File: src/rtl/mole_round_controller_if.sv
// rtl/mole_round_controller_if.sv - game/hit inputs and mole/score/judgement outputs of the round controller
interface mole_round_controller_if #(
    parameter int unsigned NUM_MOLES   = 3,
    parameter int unsigned SCORE_WIDTH = 8
) ();
    logic                   game;
    logic [NUM_MOLES-1:0]   hit;
    logic [NUM_MOLES-1:0]   mole;
    logic [SCORE_WIDTH-1:0] score;
    logic [1:0]             level;
    logic                   hit_ok;
    logic                   miss;

    modport master (
        output game, hit,
        input  mole, score, level, hit_ok, miss
    );

    modport slave (
        input  game, hit,
        output mole, score, level, hit_ok, miss
    );
endinterface

File: src/rtl/mole_round_controller.sv
// rtl/mole_round_controller.sv - gap/up round FSM, non-repeating mole picker, scorer and level decode for N moles
module mole_round_controller #(
    parameter int unsigned           NUM_MOLES   = 3,
    parameter int unsigned           SCORE_WIDTH = 8,
    parameter int unsigned           LFSR_WIDTH  = 8,
    parameter logic [LFSR_WIDTH-1:0] LFSR_TAPS   = 8'hB8,
    parameter int unsigned           GAP_CYCLES  = 150000000,
    parameter int unsigned           UP_CYCLES   = 200000000,
    parameter int unsigned           THRESH1     = 3,
    parameter int unsigned           THRESH2     = 6,
    parameter int unsigned           THRESH3     = 11
) (
    input  logic                  clock,
    input  logic                  reset,
    mole_round_controller_if.slave bus
);
    localparam int unsigned IDX_W = (NUM_MOLES > 1) ? $clog2(NUM_MOLES) : 1;

    localparam logic [1:0] S_IDLE = 2'd0;
    localparam logic [1:0] S_GAP  = 2'd1;
    localparam logic [1:0] S_UP   = 2'd2;

    logic [1:0]             state_q, state_d;
    logic [31:0]            counter_q, counter_d;
    logic [LFSR_WIDTH-1:0]  lfsr_q, lfsr_d, lfsr_next;
    logic [SCORE_WIDTH-1:0] score_q, score_d;
    logic [NUM_MOLES-1:0]   mole_q, mole_d;
    logic [IDX_W-1:0]       prev_idx_q, prev_idx_d;
    logic                   first_q, first_d;
    logic                   hit_ok_q, hit_ok_d;
    logic                   miss_q, miss_d;

    logic [IDX_W-1:0]       cand, idx;
    logic [1:0]             level;
    logic [31:0]            up_time;
    logic                   hit_match, hit_wrong;

    always_comb begin
        lfsr_next = {lfsr_q[LFSR_WIDTH-2:0], ~^(lfsr_q & LFSR_TAPS)};

        // The repeat rule needs a previous mole, so it is skipped on the first round of a game.
        cand = IDX_W'(32'(lfsr_q) % NUM_MOLES);
        idx  = cand;
        if (!first_q && cand == prev_idx_q)
            idx = (32'(cand) == NUM_MOLES - 1) ? '0 : cand + IDX_W'(1);

        if (32'(score_q) < THRESH1)
            level = 2'd0;
        else if (32'(score_q) < THRESH2)
            level = 2'd1;
        else if (32'(score_q) < THRESH3)
            level = 2'd2;
        else
            level = 2'd3;

        up_time   = UP_CYCLES >> level;
        hit_match = (bus.hit == mole_q);
        hit_wrong = |(bus.hit & ~mole_q);
    end

    always_comb begin
        state_d    = state_q;
        counter_d  = counter_q;
        lfsr_d     = lfsr_q;
        score_d    = score_q;
        mole_d     = mole_q;
        prev_idx_d = prev_idx_q;
        first_d    = first_q;
        hit_ok_d   = 1'b0;
        miss_d     = 1'b0;

        if (!bus.game) begin
            state_d    = S_IDLE;
            counter_d  = '0;
            lfsr_d     = '0;
            score_d    = '0;
            mole_d     = '0;
            prev_idx_d = '0;
            first_d    = 1'b1;
        end else begin
            lfsr_d = lfsr_next;
            case (state_q)
                S_IDLE: begin
                    // The start-up gap also covers the cycle in which game was first seen.
                    state_d   = S_GAP;
                    counter_d = GAP_CYCLES;
                end
                S_GAP: begin
                    if (counter_q == '0) begin
                        state_d    = S_UP;
                        counter_d  = up_time - 32'd1;
                        mole_d     = NUM_MOLES'(1) << idx;
                        prev_idx_d = idx;
                        first_d    = 1'b0;
                    end else begin
                        counter_d = counter_q - 32'd1;
                    end
                end
                S_UP: begin
                    if (hit_match) begin
                        score_d   = (score_q == '1) ? score_q : score_q + SCORE_WIDTH'(1);
                        hit_ok_d  = 1'b1;
                        mole_d    = '0;
                        state_d   = S_GAP;
                        counter_d = GAP_CYCLES - 32'd1;
                    end else begin
                        if (hit_wrong && score_q != '0)
                            score_d = score_q - SCORE_WIDTH'(1);
                        if (counter_q == '0) begin
                            miss_d    = 1'b1;
                            mole_d    = '0;
                            state_d   = S_GAP;
                            counter_d = GAP_CYCLES - 32'd1;
                        end else begin
                            counter_d = counter_q - 32'd1;
                        end
                    end
                end
                default: state_d = S_IDLE;
            endcase
        end
    end

    always_ff @(posedge clock) begin
        if (reset) begin
            state_q    <= S_IDLE;
            counter_q  <= '0;
            lfsr_q     <= '0;
            score_q    <= '0;
            mole_q     <= '0;
            prev_idx_q <= '0;
            first_q    <= 1'b1;
            hit_ok_q   <= 1'b0;
            miss_q     <= 1'b0;
        end else begin
            state_q    <= state_d;
            counter_q  <= counter_d;
            lfsr_q     <= lfsr_d;
            score_q    <= score_d;
            mole_q     <= mole_d;
            prev_idx_q <= prev_idx_d;
            first_q    <= first_d;
            hit_ok_q   <= hit_ok_d;
            miss_q     <= miss_d;
        end
    end

    assign bus.mole   = mole_q;
    assign bus.score  = score_q;
    assign bus.level  = level;
    assign bus.hit_ok = hit_ok_q;
    assign bus.miss   = miss_q;
endmodule

File: src/flat_wrapper.sv
// flat-port wrapper written by rule: the top's interface ports become plain ports
module mole_round_controller_flat 
#(
    parameter int unsigned           NUM_MOLES   = 3,
    parameter int unsigned           SCORE_WIDTH = 8,
    parameter int unsigned           LFSR_WIDTH  = 8,
    parameter logic [LFSR_WIDTH-1:0] LFSR_TAPS   = 8'hB8,
    parameter int unsigned           GAP_CYCLES  = 150000000,
    parameter int unsigned           UP_CYCLES   = 200000000,
    parameter int unsigned           THRESH1     = 3,
    parameter int unsigned           THRESH2     = 6,
    parameter int unsigned           THRESH3     = 11
)
  (clock, reset, bus_game, bus_hit, bus_mole, bus_score, bus_level, bus_hit_ok, bus_miss);
  mole_round_controller_if #(.NUM_MOLES(NUM_MOLES), .SCORE_WIDTH(SCORE_WIDTH)) bus_i ();
  input  logic clock;
  input  logic reset;
  input wire logic [$bits(bus_i.game)-1:0] bus_game;
  input wire logic [$bits(bus_i.hit)-1:0] bus_hit;
  output wire logic [$bits(bus_i.mole)-1:0] bus_mole;
  output wire logic [$bits(bus_i.score)-1:0] bus_score;
  output wire logic [$bits(bus_i.level)-1:0] bus_level;
  output wire logic [$bits(bus_i.hit_ok)-1:0] bus_hit_ok;
  output wire logic [$bits(bus_i.miss)-1:0] bus_miss;
  assign bus_i.game = bus_game;
  assign bus_i.hit = bus_hit;
  assign bus_mole = bus_i.mole;
  assign bus_score = bus_i.score;
  assign bus_level = bus_i.level;
  assign bus_hit_ok = bus_i.hit_ok;
  assign bus_miss = bus_i.miss;
  mole_round_controller #(.NUM_MOLES(NUM_MOLES), .SCORE_WIDTH(SCORE_WIDTH), .LFSR_WIDTH(LFSR_WIDTH), .LFSR_TAPS(LFSR_TAPS), .GAP_CYCLES(GAP_CYCLES), .UP_CYCLES(UP_CYCLES), .THRESH1(THRESH1), .THRESH2(THRESH2), .THRESH3(THRESH3)) u_core (.clock(clock), .reset(reset), .bus(bus_i));
endmodule
File: config.mk
export PLATFORM = sky130hd
export DESIGN_NAME = mole_round_controller_flat
export DESIGN_NICKNAME = d
export VERILOG_FILES = /design/src/rtl/mole_round_controller_if.sv /design/src/rtl/mole_round_controller.sv /design/src/flat_wrapper.sv
export SDC_FILE = /design/constraint.sdc
export NUM_CORES = 1
export LEC_CHECK = 0
export ABC_AREA = 1
export CAP_MARGIN = 20
export CORE_AREA = 4 4 92 94
export DETAILED_ROUTE_END_ITERATION = 10
export DIE_AREA = 0 0 96 98
export PLACE_DENSITY = 0.86
export SLEW_MARGIN = 20
export SYNTH_ARGS = -nofsm -noshare
export SYNTH_HDL_FRONTEND = slang
export SYNTH_SLANG_ARGS = --single-unit
export TNS_END_PERCENT = 10
File: constraint.sdc
create_clock -name clock -period 6.7 [get_ports clock]
set_clock_uncertainty 0.1 [all_clocks]
set_input_delay 1.34 -clock clock [delete_from_list [all_inputs] [get_ports clock]]
set_output_delay 1.34 -clock clock [all_outputs]
set_load 0.01 [all_outputs]
==> results of run 1 <==
[kinds of logic after synthesis]
family	Yosys count
adders and majority gates	21
and+or+nand+nor	348
xor gates and xnor gates	28
AOI/OAI and AO/OA	122
DFF	58
buffers and inverters	116
[final timing paths]
| kind | depth (start not counted) | slack, ps | endpoint | start |
|---|---|---|---|---|
| max | 39 | 1160 | u_core.bus.mole[0]$_SDFFE_PP0P_ | u_core.lfsr_q[4]$_SDFF_PP0_ |
| min | 2 | 370 | u_core.counter_q[1]$_SDFFE_PP0P_ | u_core.counter_q[1]$_SDFFE_PP0P_ |
| max reg2reg | 39 | 1160 | u_core.bus.mole[0]$_SDFFE_PP0P_ | u_core.lfsr_q[4]$_SDFF_PP0_ |
| min reg2reg | 2 | 370 | u_core.counter_q[1]$_SDFFE_PP0P_ | u_core.counter_q[1]$_SDFFE_PP0P_ |
[registers in the layout, indices dropped and copies added (netlist names)]
register	flops
u_core.prev_idx_q	2
u_core.bus.mole	3
u_core.first_q	1
u_core.bus.score	8
u_core.counter_q	32
u_core.bus.hit_ok	1
u_core.bus.miss	1
u_core.state_q	2
u_core.lfsr_q	8
[synth_stat cells (all sizes together)]
cell | instances | area (µm²)
a221oi | 5 | 43.8
xnor2 | 18 | 158
a211oi | 1 | 7.51
fa | 1 | 20.0
buf | 1 | 7.51
clkinv | 4 | 16.3
nor3 | 11 | 55.1
o41ai | 1 | 8.76
o31ai | 3 | 22.5
or2 | 2 | 12.5
o211ai | 5 | 37.5
inv | 100 | 375
xor2 | 10 | 87.6
o21a | 1 | 7.51
nand2 | 166 | 678
o22ai | 3 | 18.8
ha | 20 | 250
nand3 | 55 | 353
o21ai | 44 | 239
o21bai | 1 | 7.51
a311o | 1 | 10.0
a21oi | 53 | 269
nor4 | 4 | 25.0
clkbuf | 11 | 41.3
nor2 | 88 | 378
a31oi | 4 | 25.0
dfxtp | 58 | 1160
nand4 | 22 | 144
[cells in the final DEF, fill, tap and decap left out, types with 2 or more instances in the layout]
cell / netlist / routed
a21oi_1: 52 / 52
a221oi_1: 5 / 5
a31oi_1: 4 / 4
clkbuf_8: 0 / 11
clkdlybuf4s50_1: 0 / 20
clkinv_1: 3 / 3
clkinv_2: 1 / 4
dfxtp_1: 58 / 58
ha_1: 20 / 20
inv_1: 93 / 93
inv_2: 7 / 7
nand2_1: 148 / 148
nand2_2: 16 / 16
nand2_4: 2 / 2
nand3_1: 44 / 44
nand3_2: 8 / 8
nand3_4: 3 / 3
nand4_1: 21 / 21
nor2_1: 79 / 78
nor2_2: 4 / 5
nor2_4: 5 / 5
nor3_1: 11 / 11
nor4_1: 4 / 4
o211ai_1: 5 / 5
o21ai_0: 39 / 39
o21ai_1: 2 / 2
o21ai_2: 2 / 2
o22ai_1: 3 / 3
o31ai_1: 3 / 3
or2_2: 2 / 2
xnor2_1: 18 / 18
xor2_1: 10 / 10
[layer usage]
metal | routed length, µm | up-vias | global-route usage, %
met5 | 0 | - | 0
met4 | 229 | 0 | 7.77
met3 | 736 | 32 | 4.47
met2 | 5450 | 195 | 41.7
met1 | 4600 | 2113 | 30.3
li1 | - | 2316 | -
[layout make-up]
| cell class | instances | share of cell area (%) |
|---|---|---|
| multi-input cells | 519 | 58.2 |
| repair buffers | 21 | 4.22 |
| flip-flops and latches | 58 | 23.6 |
| clock buffers | 12 | 3.15 |
| well taps | 102 | 2.59 |
| clock inverters | 3 | 0.305 |
| inverters | 104 | 7.96 |
[power by group through the flow]
stage	clock [mW]	combinational, mW	sequential [mW]
finish	0.285	0.124	0.358
global route	0.307	0.139	0.358
CTS	0.289	0.122	0.357
detailed placement	0	0.121	0.365
global placement	0	0.117	0.365
floorplan	0	0.0923	0.364
[per-stage QoR]
stage                     setup WS (ps)  instance area [µm²]
after global placement             1520                 4750
after detailed placement           1210                 4750
after global routing                644                 4920
final                              1160                 4920
after CTS                          1190                 4920
after floorplan                    2050                 4460
[worst min-delay path: cells and delay by family (launching register included)]
family           cells  cell delay (ps)
AO/OA/AOI/OAI        1               60
flip-flops           1              310
AND/OR/NAND/NOR      1               60
==> summary.txt, run 1 <==
Fin crit share: 82.7%
Worst vdd ir: 0.000120 V
Final Setup Violations: 0
Status: finished, final reports clean
Multi-input logic area: 2860 µm²
Crit. End Element: flip-flop
Setup CP Type: reg -> reg
Clock buffer depth: 2
Switching power: 0.224 mW
Core area: 7650 µm²
ANT nets after route: 0
Worst-margin pin slew: 1070 ps
DRT Wirelength: 11000 µm
GRT Total Usage: 24.3%
P&R area growth vs syn: 10.3%
Crit-path max cell delay: 430 ps
# port buffers: 20
PostCTS Resize Cnt: 0
Worst Setup Start Kind: flip-flop
Syn Std Cell Area: 4460 µm²
Max-cap violations: 0
# placed instances: 804
Xor-xnor portion of the synthesized cell area: 5.50%
Main combinational cell family by area after synthesis: simple AND/OR/NAND/NOR gates
Switch share: 29.2%
Flop pwr share: 46.6%
Minimum clock period: 5540 ps
Diodes inserted: 0
Register area: 1160 µm²
Synth Area in Adders: 6.06%
Count of mapped cells out of synthesis: 693
Leakage: 2.25 nW
Die Area: 9410 µm²
Total global routing overflow: 0
Die Y: 98 µm
Post-Synth Simple-Gate Area: 36.9%
Post-Syn Nets: 720
Residual DRC: 0
Vias per inst: 5.68
Finished Core Util: 64.3%
H-Tree Depth: 3
FMAX: 180 MHz
Initial drt markers: 347
Synth warn: 0
First-pass GRT wire length: 18900 µm
Setup TNS: 0 ps
Slew headroom: 28.7%
Post-layout power: 0.767 mW
Final hold vios: 0
Fraction of layout cells with a size suffix above 1: 9.62%
Compound-cell area share of the yosys netlist: 15.6%
CP max-delay cell: dfxtp_1
RSZ-0062 raised after global routing: no
Power Density: 156 nW/µm²
Pin count of the biggest net entering global routing: 42
RePlAce Congestion: 1.02
# rows: 32
Distinct cells, synth: 41
Sequential share of the synthesized area: 26.0%
DRT Pass-1 Iters: 5
Clk pwr share: 37.2%
CTS tree: built
Final max-slew violation count: 0
CTS clk-pin slew, worst paths: 60 ps
Die width: 96 µm
Final std cells w/o fill: 819
Delay-heaviest family, CP: simple AND/OR/NAND/NOR gates
CTS Root Buffer Type: clkbuf_8
Post-Syn Area per Cell: 6.43 µm²
Buf/Inv on CP: 4
Clock Sinks: 58
# IOs: 21
Most common cell on crit path: nand2_1
Hold crit path type: reg -> reg
#FFs+latches synth: 58
CP arrival: 5650 ps
Multiplexer share of the synthesized area: 0%
Initial Util: 58.3%
# hold bufs at CTS: 0
Num CTS Buffers: 9
Fill count: 690
Power Internal: 0.543 mW
Initial antenna violation count: 0
Vias: 4656
Post-CTS Setup Inserts: 0
DR WL/cell: 13.5 µm
CP Max Fanout: 13
Vias in the first global route: 4480
Logic pwr share: 16.2%
Final HPWL DP: 8320 µm
WP data required: 6810 ps
Minimum hold slack: 373 ps
Clk_lat worst skew: 330 ps
Nets: 740
No activity file was read; power rests on OpenSTA's default activity.
==> run 2, diff against run 1 <==
clock period = 5.75 ns   (was 6.7 ns; I/O delays follow)
==> summary.txt, run 2 (synthesis results as in run 1) <==
WP data required: 5860 ps
ANT nets after route: 0
Vias per inst: 5.62
R2r startpoint: u_core.lfsr_q[5]$_SDFF_PP0_
Power Internal: 0.624 mW
CP arrival: 5340 ps
RePlAce Congestion: 1.03
Reg-to-Reg End: u_core.bus.mole[1]$_SDFFE_PP0P_
Initial Util: 58.3%
Core area: 7650 µm²
Hold Path Depth: 2
Diodes inserted: 0
First-pass GRT wire length: 19100 µm
Max reg flops: 32
Num CTS Buffers: 9
Max-cap violations: 0
Multi-input logic area: 2860 µm²
RSZ-0062 raised after global routing: no
FMAX: 191 MHz
Final hold vios: 0
Power Density: 180 nW/µm²
Die Y: 98 µm
Worst Setup Start Kind: flip-flop
Setup CP Type: reg -> reg
Initial antenna violation count: 0
Design area: 4920 µm²
CTS clk-pin slew, worst paths: 60 ps
Crit. End Element: flip-flop
Setup TNS: 0 ps
Most common cell on crit path: nand2_1
Minimum clock period: 5220 ps
Total global routing overflow: 0
Final max-slew violation count: 0
Logic pwr share: 16.2%
Final Setup Violations: 0
Die width: 96 µm
H-Tree Depth: 3
# port buffers: 20
P&R area growth vs syn: 10.4%
Die Area: 9410 µm²
Pin count of the biggest net entering global routing: 42
Endpoint, Worst Hold: u_core.counter_q[0]$_SDFFE_PP0P_
Fin crit share: 90.8%
DR WL/cell: 13.4 µm
DRT Wirelength: 11000 µm
Clk_lat worst skew: 340 ps
CTS Root Buffer Type: clkbuf_8
Clk pwr share: 36.8%
# rows: 32
Crit-path max cell delay: 410 ps
DRT Pass-1 Iters: 6
Commonest non-fill, non-tap cells in the layout: 148 x nand2_1, 92 x inv_1, 78 x nor2_1
GRT Total Usage: 24.7%
Hold crit path type: reg -> reg
CP max-delay cell: dfxtp_1
Fill count: 692
Vias in the first global route: 4387
DP Area: 4750 µm²
# IOs: 21
Vias: 4618
Clock Sinks: 58
HP Start: u_core.counter_q[0]$_SDFFE_PP0P_
Switching power: 0.262 mW
Reg2Reg Depth: 41
Flop pwr share: 47.1%
Status: finished, final reports clean
CP Max Fanout: 8
Fraction of layout cells with a size suffix above 1: 9.87%
Leakage: 2.25 nW
Worst vdd ir: 0.000190 V
Largest register by flop count: u_core.counter_q
FF-to-FF setup slack: 530 ps
Switch share: 29.6%
Nets: 741
Initial drt markers: 404
Leading cell type in the layout, fill and taps excluded: nand2_1
Slew headroom: 28.2%
Residual DRC: 0
Register area: 1160 µm²
Final HPWL DP: 8240 µm
CTS tree: built
Clock buffer depth: 2
Worst-margin pin slew: 1080 ps
==> run 2: changes by cell type in the layout (fill, tap and decap cells not counted) <==
cell      before  now
dfxtp_1       58   57
inv_1         93   92
dfxtp_2        0    1
inv_2          7    8
clkbuf_1       1    3
clkbuf_8      11   10
buf_4          1    2
==> run 2: per-layer routing <==
| metal | vias up | global-route usage (%) | share of wire (%) |
|---|---|---|---|
| met5 | - | 0 | 0 |
| met4 | 0 | 8.86 | 2.3 |
| met3 | 30 | 4.39 | 5.9 |
| met2 | 177 | 41.6 | 48 |
| met1 | 2095 | 31.0 | 44 |
| li1 | 2316 | - | - |
==> run 2: metrics by stage <==
step | power [mW] | std cells | setup slack (ps) | hold slack [ps] | util, %
2_1_floorplan | 0.531 | 693 | 1100 | 345 | -
3_3_place_gp | 0.562 | 805 | 835 | 356 | 62.2
3_5_place_dp | 0.565 | 805 | 522 | 366 | 62.2
4_1_cts | 0.890 | 821 | 498 | 375 | 64.3
5_1_grt | 0.927 | 821 | 6.42 | 404 | 64.3
6_report | 0.885 | 821 | 527 | 372 | 64.3
==> run 2: final cells by class <==
class	instances	area share [%]
Inverter	104	7.96
Sequential cell	58	23.6
Tap cell	102	2.59
Timing Repair Buffer	22	4.37
Multi-Input combinational cell	519	58.1
Clock buffer	13	3.03
Clock inverter	3	0.305
==> run 2: worst max path at each step <==
| stage | startpoint | endpoint | cells past startpoint |
|---|---|---|---|
| floorplan | u_core.lfsr_q[4]$_SDFF_PP0_ | u_core.bus.mole[1]$_SDFFE_PP0P_ | 41 |
| global placement | u_core.lfsr_q[4]$_SDFF_PP0_ | u_core.bus.mole[1]$_SDFFE_PP0P_ | 41 |
| detailed placement | u_core.lfsr_q[4]$_SDFF_PP0_ | u_core.bus.mole[1]$_SDFFE_PP0P_ | 41 |
| CTS | u_core.lfsr_q[4]$_SDFF_PP0_ | u_core.bus.mole[1]$_SDFFE_PP0P_ | 41 |
| global route | u_core.lfsr_q[4]$_SDFF_PP0_ | u_core.bus.mole[1]$_SDFFE_PP0P_ | 39 |
| finish | u_core.lfsr_q[5]$_SDFF_PP0_ | u_core.bus.mole[1]$_SDFFE_PP0P_ | 41 |
==> run 2: critical path: cells and delay by family (launching register included) <==
family	cells	cell delay [ps]
buf+inv	5	380
simple gates	30	2970
fa+ha+maj	3	610
xor+xnor	1	180
flops	1	410
compound gates	2	420
==> run 2: power by group through the flow <==
stage	sequential (mW)	clock, mW	combinational [mW]
6_report	0.417	0.326	0.143
2_1_floorplan	0.424	0	0.108
3_5_place_dp	0.425	0	0.139
3_3_place_gp	0.425	0	0.137
5_1_grt	0.418	0.348	0.161
4_1_cts	0.416	0.333	0.141
==> run 2: what timing repair did <==
| item | 4_1_cts | 5_1_grt |
|---|---|---|
| endpoints found under the setup margin | 0 | 3 |
| resized for setup | 0 | 2 |
| hold buffers | 0 | 0 |
| setup buffers | 0 | 0 |
==> run 3, diff against run 2 <==
CELL_PAD_IN_SITES_DETAIL_PLACEMENT = 1   (was default)
CELL_PAD_IN_SITES_GLOBAL_PLACEMENT = 1   (was default)
CORE_AREA = 4 4 106 108   (was 4 4 92 94)
DIE_AREA = 0 0 110 112   (was 0 0 96 98)
PLACE_DENSITY = 0.89   (was 0.86)
REMOVE_ABC_BUFFERS = 1   (was default)
==> summary.txt, run 3 (synthesis results as in run 1) <==
Status: finished, final reports clean
Largest register by flop count: u_core.counter_q
Vias per inst: 5.65
GRT Total Usage: 24.4%
Power Internal: 0.691 mW
Num CTS Buffers: 9
Clock buffer depth: 2
Switching power: 0.295 mW
Switch share: 29.9%
FMAX: 185 MHz
Pin count of the biggest net entering global routing: 28
Worst vdd ir: 0.000172 V
Final max-slew violation count: 0
Crit-path max cell delay: 370 ps
Fill count: 1376
RePlAce Congestion: 0.861
Clk_lat worst skew: 360 ps
Delay-heaviest family, CP: simple AND/OR/NAND/NOR gates
Vias in the first global route: 5068
Crit. End Element: flip-flop
DR WL/cell: 17.5 µm
Register area: 1170 µm²
Slew headroom: 45.7%
Critical Path Stages: 41
Nets: 751
Clock Sinks: 58
Leading cell type in the layout, fill and taps excluded: nand2_1
Hold crit path type: reg -> reg
Setup TNS: 0 ps
Commonest non-fill, non-tap cells in the layout: 148 x nand2_1, 92 x inv_1, 78 x nor2_1
Setup CP Type: reg -> reg
Hold Path Depth: 2
First-pass GRT wire length: 24400 µm
H-Tree Depth: 3
Slack of the critical path: 348 ps
Final HPWL DP: 10700 µm
Most common cell on crit path: nand2_2
Reg2Reg Depth: 41
CP arrival: 5590 ps
FF-to-FF setup slack: 350 ps
# rows: 37
Max-cap violations: 0
Worst-margin pin slew: 811 ps
WP data required: 5940 ps
HP Start: u_core.counter_q[1]$_SDFFE_PP0P_
Diodes inserted: 0
Total global routing overflow: 0
CTS clk-pin slew, worst paths: 70 ps
Die width: 110 µm
CP max-delay cell: dfxtp_4
Initial drt markers: 258
DRT Pass-1 Iters: 6
Clk pwr share: 41.7%
Minimum clock period: 5400 ps
Die Y: 112 µm
CP Max Fanout: 8
Final Setup Violations: 0
Leakage: 2.32 nW
# hold bufs at CTS: 0
ANT nets after route: 0
Multi-input logic area: 2870 µm²
Power Density: 193 nW/µm²
Final hold vios: 0
Buf/Inv on CP: 7
Max reg flops: 32
Flop pwr share: 42.3%
Die Area: 12300 µm²
CTS Root Buffer Type: clkbuf_8
# port buffers: 20
Core area: 10200 µm²
Initial Util: 43.6%
Initial antenna violation count: 0
# IOs: 21
Reg-to-Reg End: u_core.bus.mole[0]$_SDFFE_PP0P_
Logic pwr share: 16.0%
Residual DRC: 0
Fin crit share: 93.9%
P&R area growth vs syn: 14.3%
CTS tree: built
Vias: 4883
Worst Setup Start Kind: flip-flop
Fraction of layout cells with a size suffix above 1: 11.4%
DRT Wirelength: 15100 µm
Place WS: 290 ps
Endpoint, Worst Hold: u_core.counter_q[1]$_SDFFE_PP0P_
R2r startpoint: u_core.lfsr_q[4]$_SDFF_PP0_
run 3: cell type report:
type                       count  area share [%]
clock inverter                 2           0.687
timing repair buffer          32            5.77
multi-input combinational    519            56.3
clock buffer                  13            3.31
inverter                     104            7.68
tap                          136            3.34
sequential                    58            22.9
run 3: through the flow:
stage	utilization [%]	total power [mW]	hold WS [ps]	std cells	cell area [µm²]
after floorplan	-	0.530	345	681	4410
after global placement	47.1	0.567	357	842	4820
after detailed placement	47.1	0.575	367	842	4820
after CTS	49.1	0.971	377	857	5020
after global routing	49.8	1.02	399	864	5100
final	49.8	0.986	370	864	5100
run 3: worst max path at each step:
stage	startpoint	to	slack, ps
after floorplan	u_core.lfsr_q[4]$_SDFF_PP0_	u_core.bus.mole[1]$_SDFFE_PP0P_	890
after global placement	u_core.lfsr_q[4]$_SDFF_PP0_	u_core.bus.mole[0]$_SDFFE_PP0P_	780
after detailed placement	u_core.lfsr_q[4]$_SDFF_PP0_	u_core.bus.mole[1]$_SDFFE_PP0P_	290
after CTS	u_core.lfsr_q[4]$_SDFF_PP0_	u_core.bus.mole[1]$_SDFFE_PP0P_	170
after global routing	u_core.lfsr_q[4]$_SDFF_PP0_	u_core.bus.mole[1]$_SDFFE_PP0P_	-150
final	u_core.lfsr_q[4]$_SDFF_PP0_	u_core.bus.mole[0]$_SDFFE_PP0P_	350
run 3: power by group through the flow:
stage	registers, mW	logic (mW)	clock network (mW)
after floorplan	0.424	0.107	0
after global placement	0.425	0.141	0
after detailed placement	0.426	0.149	0
after CTS	0.417	0.152	0.403
after global routing	0.418	0.178	0.430
final	0.417	0.158	0.411
run 3: worst register-to-register path: cells and delay by family (launching register included):
family / cells / cell delay (ps)
xor gates and xnor gates: 1 / 260
DFF: 1 / 370
and+or+nand+nor: 29 / 3060
AOI/OAI and AO/OA: 1 / 240
buffers and inverters: 7 / 620
adders and majority gates: 3 / 690
run 3: what timing repair did:
item,in CTS,in global routing
setup buffers,0,7
setup endpoints to repair,0,5
resized for setup,0,8
run 3: routing by layer:
metal | vias up | routed length, µm | GRT usage [%]
li1 | 2331 | - | -
met1 | 2371 | 6430 | 29.9
met2 | 133 | 7670 | 43.4
met3 | 48 | 495 | 2.72
met4 | 0 | 541 | 8.65
met5 | - | 0 | 0
